===== src/rtl/commit_trace_fifo.sv =====
// Commit-trace recorder: one retired instruction per cycle into a FIFO,
// drained over a valid/ready port with first-word fall-through.
module commit_trace_fifo #(
  parameter int DEPTH    = 16,
  parameter int PC_W     = 16,
  parameter int REG_W    = 3,
  parameter int CNT_W    = 32,
  parameter int LOG_NOPS = 1
) (
  input  logic                     clk,
  input  logic                     rst,
  input  logic                     cm_valid,
  input  logic [PC_W-1:0]          cm_pc,
  input  logic                     cm_regwrite,
  input  logic [REG_W-1:0]         cm_wreg,
  input  logic [PC_W-1:0]          cm_wdata,
  input  logic                     cm_memread,
  input  logic                     cm_memwrite,
  input  logic [PC_W-1:0]          cm_maddr,
  input  logic [PC_W-1:0]          cm_mdata,
  input  logic                     cm_halt,
  output logic                     out_valid,
  input  logic                     out_ready,
  output logic [CNT_W-1:0]         out_inum,
  output logic [CNT_W-1:0]         out_cycle,
  output logic [PC_W-1:0]          out_pc,
  output logic [4:0]               out_flags,
  output logic [REG_W-1:0]         out_wreg,
  output logic [PC_W-1:0]          out_wdata,
  output logic [PC_W-1:0]          out_maddr,
  output logic [PC_W-1:0]          out_mdata,
  output logic [$clog2(DEPTH):0]   level,
  output logic [CNT_W-1:0]         inst_count,
  output logic [CNT_W-1:0]         cycle_count,
  output logic [CNT_W-1:0]         drop_count,
  output logic                     overflow,
  output logic                     halted,
  output logic                     done
);

  localparam int AW = $clog2(DEPTH);
  localparam int LW = AW + 1;

  logic [CNT_W-1:0] r_inum  [DEPTH];
  logic [CNT_W-1:0] r_cyst  [DEPTH];
  logic [PC_W-1:0]  r_pc    [DEPTH];
  logic [3:0]       r_flg   [DEPTH];
  logic [REG_W-1:0] r_wreg  [DEPTH];
  logic [PC_W-1:0]  r_wdata [DEPTH];
  logic [PC_W-1:0]  r_maddr [DEPTH];
  logic [PC_W-1:0]  r_mdata [DEPTH];

  logic [AW-1:0]    r_wr;
  logic [AW-1:0]    r_rd;
  logic [LW-1:0]    r_level;
  logic [CNT_W-1:0] r_inst;
  logic [CNT_W-1:0] r_cyc;
  logic [CNT_W-1:0] r_drop;
  logic             r_ovf;
  logic             r_halt;

  logic w_accept;
  logic w_log;
  logic w_full;
  logic w_pop;
  logic w_push;
  logic w_drop;

  assign w_accept = cm_valid & ~r_halt;
  assign w_log    = w_accept & ((LOG_NOPS != 0) | cm_regwrite
                  | cm_memwrite | cm_halt);
  assign w_full   = (r_level == LW'(DEPTH));
  assign w_pop    = out_valid & out_ready;
  assign w_push   = w_log & (~w_full | w_pop);
  assign w_drop   = w_log & w_full & ~w_pop;

  // Entry storage; contents need no reset since level gates visibility.
  always_ff @(posedge clk) begin
    if (w_push) begin
      r_inum[r_wr]  <= r_inst;
      r_cyst[r_wr]  <= r_cyc;
      r_pc[r_wr]    <= cm_pc;
      r_flg[r_wr]   <= {cm_halt, cm_memwrite, cm_memread, cm_regwrite};
      r_wreg[r_wr]  <= cm_wreg;
      r_wdata[r_wr] <= cm_wdata;
      r_maddr[r_wr] <= cm_maddr;
      r_mdata[r_wr] <= cm_mdata;
    end
  end

  // Pointers, occupancy, counters and halt/overflow status.
  always_ff @(posedge clk) begin
    if (rst) begin
      r_wr    <= '0;
      r_rd    <= '0;
      r_level <= '0;
      r_inst  <= '0;
      r_cyc   <= '0;
      r_drop  <= '0;
      r_ovf   <= 1'b0;
      r_halt  <= 1'b0;
    end else begin
      if (w_push) r_wr <= r_wr + AW'(1);
      if (w_pop)  r_rd <= r_rd + AW'(1);
      case ({w_push, w_pop})
        2'b10:   r_level <= r_level + LW'(1);
        2'b01:   r_level <= r_level - LW'(1);
        default: r_level <= r_level;
      endcase
      if (!r_halt) r_cyc <= r_cyc + CNT_W'(1);
      if (w_accept) r_inst <= r_inst + CNT_W'(1);
      if (w_accept && cm_halt) r_halt <= 1'b1;
      if (w_drop) begin
        r_ovf <= 1'b1;
        if (r_drop != '1) r_drop <= r_drop + CNT_W'(1);
      end
    end
  end

  assign out_valid   = (r_level != '0);
  assign out_inum    = r_inum[r_rd];
  assign out_cycle   = r_cyst[r_rd];
  assign out_pc      = r_pc[r_rd];
  assign out_flags   = {r_flg[r_rd], 1'b1};
  assign out_wreg    = r_wreg[r_rd];
  assign out_wdata   = r_wdata[r_rd];
  assign out_maddr   = r_maddr[r_rd];
  assign out_mdata   = r_mdata[r_rd];
  assign level       = r_level;
  assign inst_count  = r_inst;
  assign cycle_count = r_cyc;
  assign drop_count  = r_drop;
  assign overflow    = r_ovf;
  assign halted      = r_halt;
  assign done        = r_halt & (r_level == '0);

endmodule


===== config.mk =====
export PLATFORM = sky130hd
export DESIGN_NAME = commit_trace_fifo
export DESIGN_NICKNAME = d
export VERILOG_FILES = /design/src/rtl/commit_trace_fifo.sv
export SDC_FILE = /design/constraint.sdc
export NUM_CORES = 2
export LEC_CHECK = 0
export CAP_MARGIN = 20
export CORE_MARGIN = 10
export CORE_UTILIZATION = 55
export DETAILED_ROUTE_END_ITERATION = 8
export PLACE_DENSITY = 0.73
export RECOVER_POWER = 25
export SKIP_LAST_GASP = 1
export SLEW_MARGIN = 25
export SYNTH_ARGS = -nofsm -noshare
export SYNTH_HDL_FRONTEND = slang
export SYNTH_SLANG_ARGS = --single-unit

===== constraint.sdc =====
create_clock -name clk -period 18 [get_ports clk]
set_input_delay 3.6 -clock clk [delete_from_list [all_inputs] [get_ports clk]]
set_output_delay 3.6 -clock clk [all_outputs]
set_load 0.01 [all_outputs]

-- Word level (Yosys, flattened, before mapping)
Memory sizes are Yosys's and may differ from the RTL's. A register that Yosys moved wholly into a read port is not among the register bits.
Cells that the tools add are included.
- flip-flop bits (word level): 111
- RAM bits: 2160
- output and inout bits: 241
- memories: 8
- add/subtract/negate cells: 7
- equality and inequality tests: 4
- mux-type cells: 19
- bitwise operators: 10
- reductions and logical operators: 5
- memory list (name ; depth ; width ; read ports ; clocked after Yosys merged registers in ; wr ports ; line ; RTL):
    r_cyst ; 16 ; 32 ; 1 ; 1 ; 1 ; 45 ; logic [CNT_W-1:0] r_cyst [DEPTH];
    r_inum ; 16 ; 32 ; 1 ; 1 ; 1 ; 44 ; logic [CNT_W-1:0] r_inum [DEPTH];
    r_maddr ; 16 ; 16 ; 1 ; 1 ; 1 ; 50 ; logic [PC_W-1:0] r_maddr [DEPTH];
    r_mdata ; 16 ; 16 ; 1 ; 1 ; 1 ; 51 ; logic [PC_W-1:0] r_mdata [DEPTH];
    r_pc ; 16 ; 16 ; 1 ; 1 ; 1 ; 46 ; logic [PC_W-1:0] r_pc [DEPTH];
    r_wdata ; 16 ; 16 ; 1 ; 1 ; 1 ; 49 ; logic [PC_W-1:0] r_wdata [DEPTH];
    +2 memories ; -- ; -- ; -- ; -- ; -- ; -- ;
- operators with widths (operator ; number):
    $add A32 B1 Y32 const B ; 3
    $mux W4 ; 16
    $ne A32 B32 Y1 const B ; 1
    $pmux W5 S2 ; 1
    $add A4 B1 Y4 const B ; 2
    $and A1 B1 Y1 ; 6
    $add A5 B1 Y5 const B ; 1
    $eq A5 B5 Y1 const B ; 1
    $logic_not A5 Y1 ; 1
    $reduce_bool A5 Y1 ; 1
    $sub A5 B1 Y5 const B ; 1
    $not A1 Y1 ; 3
    $eq A2 B1 Y1 const B ; 1
    $eq A2 B2 Y1 const B ; 1
    $mux W1 ; 2
    $reduce_and A2 Y1 ; 1
    $reduce_bool A2 Y1 ; 1
    $logic_and A1 B1 Y1 ; 1
    $or A1 B1 Y1 ; 1

-- Logic depth before layout (Yosys ltp)
- depth in word-level cells: 6
- gate-level depth with buffers: 10

-- Worst setup path before layout
Ideal clock, no wire load.
- kind: input -> register
- start point: input port cm_valid
- end point: memory r_cyst[3][0] (enable)
- arrival: 13615 ps
- slack: 3590 ps
- stages on the path: 5
- buffers on the path: 1
- cells stage by stage: nor2b_1 -> o31a_1 -> clkbuf_1 -> nand2_1 -> nor3_1
- longest elaborated chain between the ends: 4
- ends and longest elaborated chain (what ; line ; RTL):
    start, declared ; 12 ; input logic cm_valid,
    $and A1 B1 Y1 ; 69 ; assign w_accept = cm_valid & ~r_halt;
    $and A1 B1 Y1 ; 74 ; assign w_push = w_log & (~w_full | w_pop);
    $mux W1 ; 79 ; if (w_push) begin
    $mux W1 (not written as such) ; 81 ; r_cyst[r_wr] <= r_cyc;
    end, declared ; 45 ;
Every way passes these cells.

==> results by group <==
Timing
  • Fin. Hold Viols: 0
  • Final setup violation count: 0
  • Min cycle time layout: 9.444 ns
  • Clock skew: 0.04162 ns
  • Worst Tran Pin Value: 1.050 ns
  • RSZ-0062 raised after global routing: no
  • Setup WS post-layout: 8.556 ns
  • Fin crit share: 0.5247
  • Final setup TNS: 0 ns
  • Slew Viols, Final: 0
  • Fmax: 0.1059 GHz
  • Max-slew headroom: 0.2997

Drt
  • Routed Wire Length: 196400 um
  • Vias/cell: 6.341
  • Via count: 40.54k
  • Initial DRT Pass Iterations: 6
  • Antenna viol nets, final: 0
  • Routed wire per std cell: 30.72 um
  • DRC viols: 0
  • Initial DRC Count: 4467

Clock network
  • Hold buffers post-CTS: 0
  • TritonCTS clock tree: yes
  • Clock Pin Slew Worst Setup and Hold Paths: 0.07 ns
  • Root buf cell: clkbuf_16
  • Sink Count: 2275
  • Setup bufs post-CTS: 0
  • CTS Buf Count: 219
  • Post_cts resized: 0
  • H-tree levels: 4
  • Worst-Skew Late Latency: 0.84 ns
  • Clock buffer depth: 3

Layout
  • Fillers: 10.15k
  • Fin nets: 4223
  • Design area: 0.09921 mm2
  • Fraction of layout cells with a size suffix above 1: 0.2512
  • Area growth from synthesis to layout: 15.11%

Floorplanning
  • Initial Util: 0.5524
  • Row Count: 145
  • Io pins: 316
  • Die area: 0.1729 mm2
  • Die Wd: 415.9 um
  • Core Box Area: 0.1560 mm2
  • Die height: 415.9 um

GRT
  • Grt total ovfl: 0
  • Initial antenna violation count: 12
  • Vias in the first global route: 41.66k
  • Largest net degree at the start of global routing: 118
  • First-pass GRT wire length: 290100 um
  • GRT Total Usage: 0.2276

Synth
  • Distinct cells, synth: 51
  • Sequential area share after synthesis: 0.7793
  • Top-count cell post-synth: edfxtp_1
  • Yosys top cell area share: 0.7526
  • Largest cells by area after synthesis: edfxtp_1 75%, mux4_2 17%, dfxtp_1 2.7%
  • Async SR Flop Fraction: 0
  • Synth Net Count: 3778
  • Synthesized area: 0.08619 mm2
  • Syn avg cell area: 23.34 um2
  • Synth Flop Type: edfxtp_1
  • Synth Instances: 3693
  • Top cells by count, synth: 2160 x edfxtp_1, 659 x mux4_2, 119 x clkbuf_1, 115 x dfxtp_1, 94 x nor2_1
  • Post-synth EDFFs: 2160
  • Synthesized flop and latch total: 2275
  • Synth Warn #: 0
  • Cell taking the most area after synthesis: edfxtp_1

Power
  • Flop pwr share: 0.482
  • Sw Share: 0.2329
  • P_int: 9.438 mW
  • Share of total power in the clock network: 0.366
  • Pleak: 29.82 nW
  • Max VDD drop: 0.00009959 V
  • Net Switching: 2.865 mW
  • Power Dens Cells: 124.0 mW/mm2
  • Logic pwr share: 0.152

Setup path
  • Worst path cell trace: buf_12 -> buf_4 -> buf_4 -> mux4_2 -> mux4_2 -> clkdlybuf4s50_1
  • Crit path kind: flip-flop to output port
  • CP max FO: 101
  • Req. time, crit path: 14.40 ns
  • CP max stage cell: dfxtp_4
  • R2R depth: 6
  • Max incr delay on CP: 0.96 ns
  • Critical Path Start Type: flip-flop
  • Crit. End Element: output port
  • Worst Path Arrival: 5.84 ns

Min path
  • Hold Path Class: flip-flop to flip-flop
  • Hold path depth: 2

Placement
  • Pre-CTS setup slack: 9.248 ns
  • Port Buffers: 314
  • DP Wirelength: 99960 um
  • Placed Area: 0.09207 mm2
  • Global placer's final weighted congestion: 0.7443

Status
  • Outcome: finished, final reports clean

Job
  • Max cap viols: 0
## power groups by stage
stage / clock network [mW] / registers (mW) / logic, mW
final: 4.50 / 5.93 / 1.87
after global routing: 4.80 / 5.94 / 1.99
after CTS: 4.58 / 5.94 / 1.91
after detailed placement: 0 / 6.05 / 1.91
after global placement: 0 / 6.04 / 1.89
after floorplan: 0 / 6.03 / 1.26
## flip-flops by register name, summed over array words and instances (netlist names), 4 cells and up, named ones only
register	count
cycle_count	32
drop_count	32
inst_count	32
level	5
r_cyst	512
r_flg	64
r_inum	512
r_maddr	256
r_mdata	256
r_pc	256
r_rd	4
r_wdata	256
r_wr	4
r_wreg	48
## cells in the final DEF (no fill, tap or decap), types with 8 or more instances in the layout
cell type	n
clkinv_1	41
dlygate4sd3_1	14
inv_1	15
nor2_4	12
edfxtp_1	2160
or4_1	12
o31ai_1	11
clkinv_2	38
dfxtp_1	111
nor4_1	11
nand2_1	51
clkbuf_16	221
clkdlybuf4s50_1	299
and3_1	8
clkbuf_1	74
nand4_1	30
and4_1	9
nor2b_1	21
mux4_2	659
buf_4	77
o21ai_0	29
xnor2_1	24
or3_1	30
a21oi_1	59
xor2_1	35
bufinv_16	18
clkbuf_8	8
ha_1	10
nor2_1	82
a211oi_1	18
mux2i_1	19
nand3_1	38
diode_2	8
## final cells by class
type                    count  area [um2]  area share
diodes                      8       20.02   0.0002018
flip-flops and latches   2275       67180      0.6771
multi-input cells        1215       18350      0.1849
well taps                2058        2575     0.02595
repair buffers            412        3920     0.03951
clock inverters           120        1242     0.01252
inverters                  15       56.30   0.0005675
clock buffers             291        5873     0.05920
## cells by family after synthesis
kind of cell | Yosys count | share of synthesized area
compound gates | 128 | 0.008710
flops | 2275 | 0.7793
mux | 681 | 0.1748
simple gates | 336 | 0.02047
fa+ha+maj | 10 | 0.001452
buf+inv | 203 | 0.009262
xor+xnor | 59 | 0.005995
other cells | 1 | 0.00004351
## per-layer routing
layer | up-vias | global-route usage | wire length, um
met5 | - | 0 | 82
met4 | 12 | 0.06067 | 4570
met3 | 260 | 0.03880 | 13300
met2 | 1667 | 0.3725 | 99040
met1 | 21940 | 0.3213 | 79440
li1 | 16660 | - | -
## worst max-delay path: cells and delay by family, from the launching register on
family	cells	cell delay, ns
DFF	1	0.96
buffers and inverters	4	2.73
muxes	2	1.11
## metrics by stage
step                  util  hold WS (ns)  power (mW)  instances
CTS                 0.6357        0.4844       12.43       6385
global route        0.6358        0.5243       12.73       6391
floorplan                -        0.4591       7.291       3693
detailed placement  0.5901        0.4674       7.954       5974
finish              0.6359        0.4812       12.30       6394
global placement    0.5901        0.4575       7.930       5974
## worst paths after layout
path              from            end  slack (ns)
max          flip-flop   out_wdata[2]        8.56
min           overflow       overflow        0.48
max reg2reg     halted  r_cyst[6][16]       13.28
min reg2reg   overflow       overflow        0.48
(Power assumes the default switching activity.)
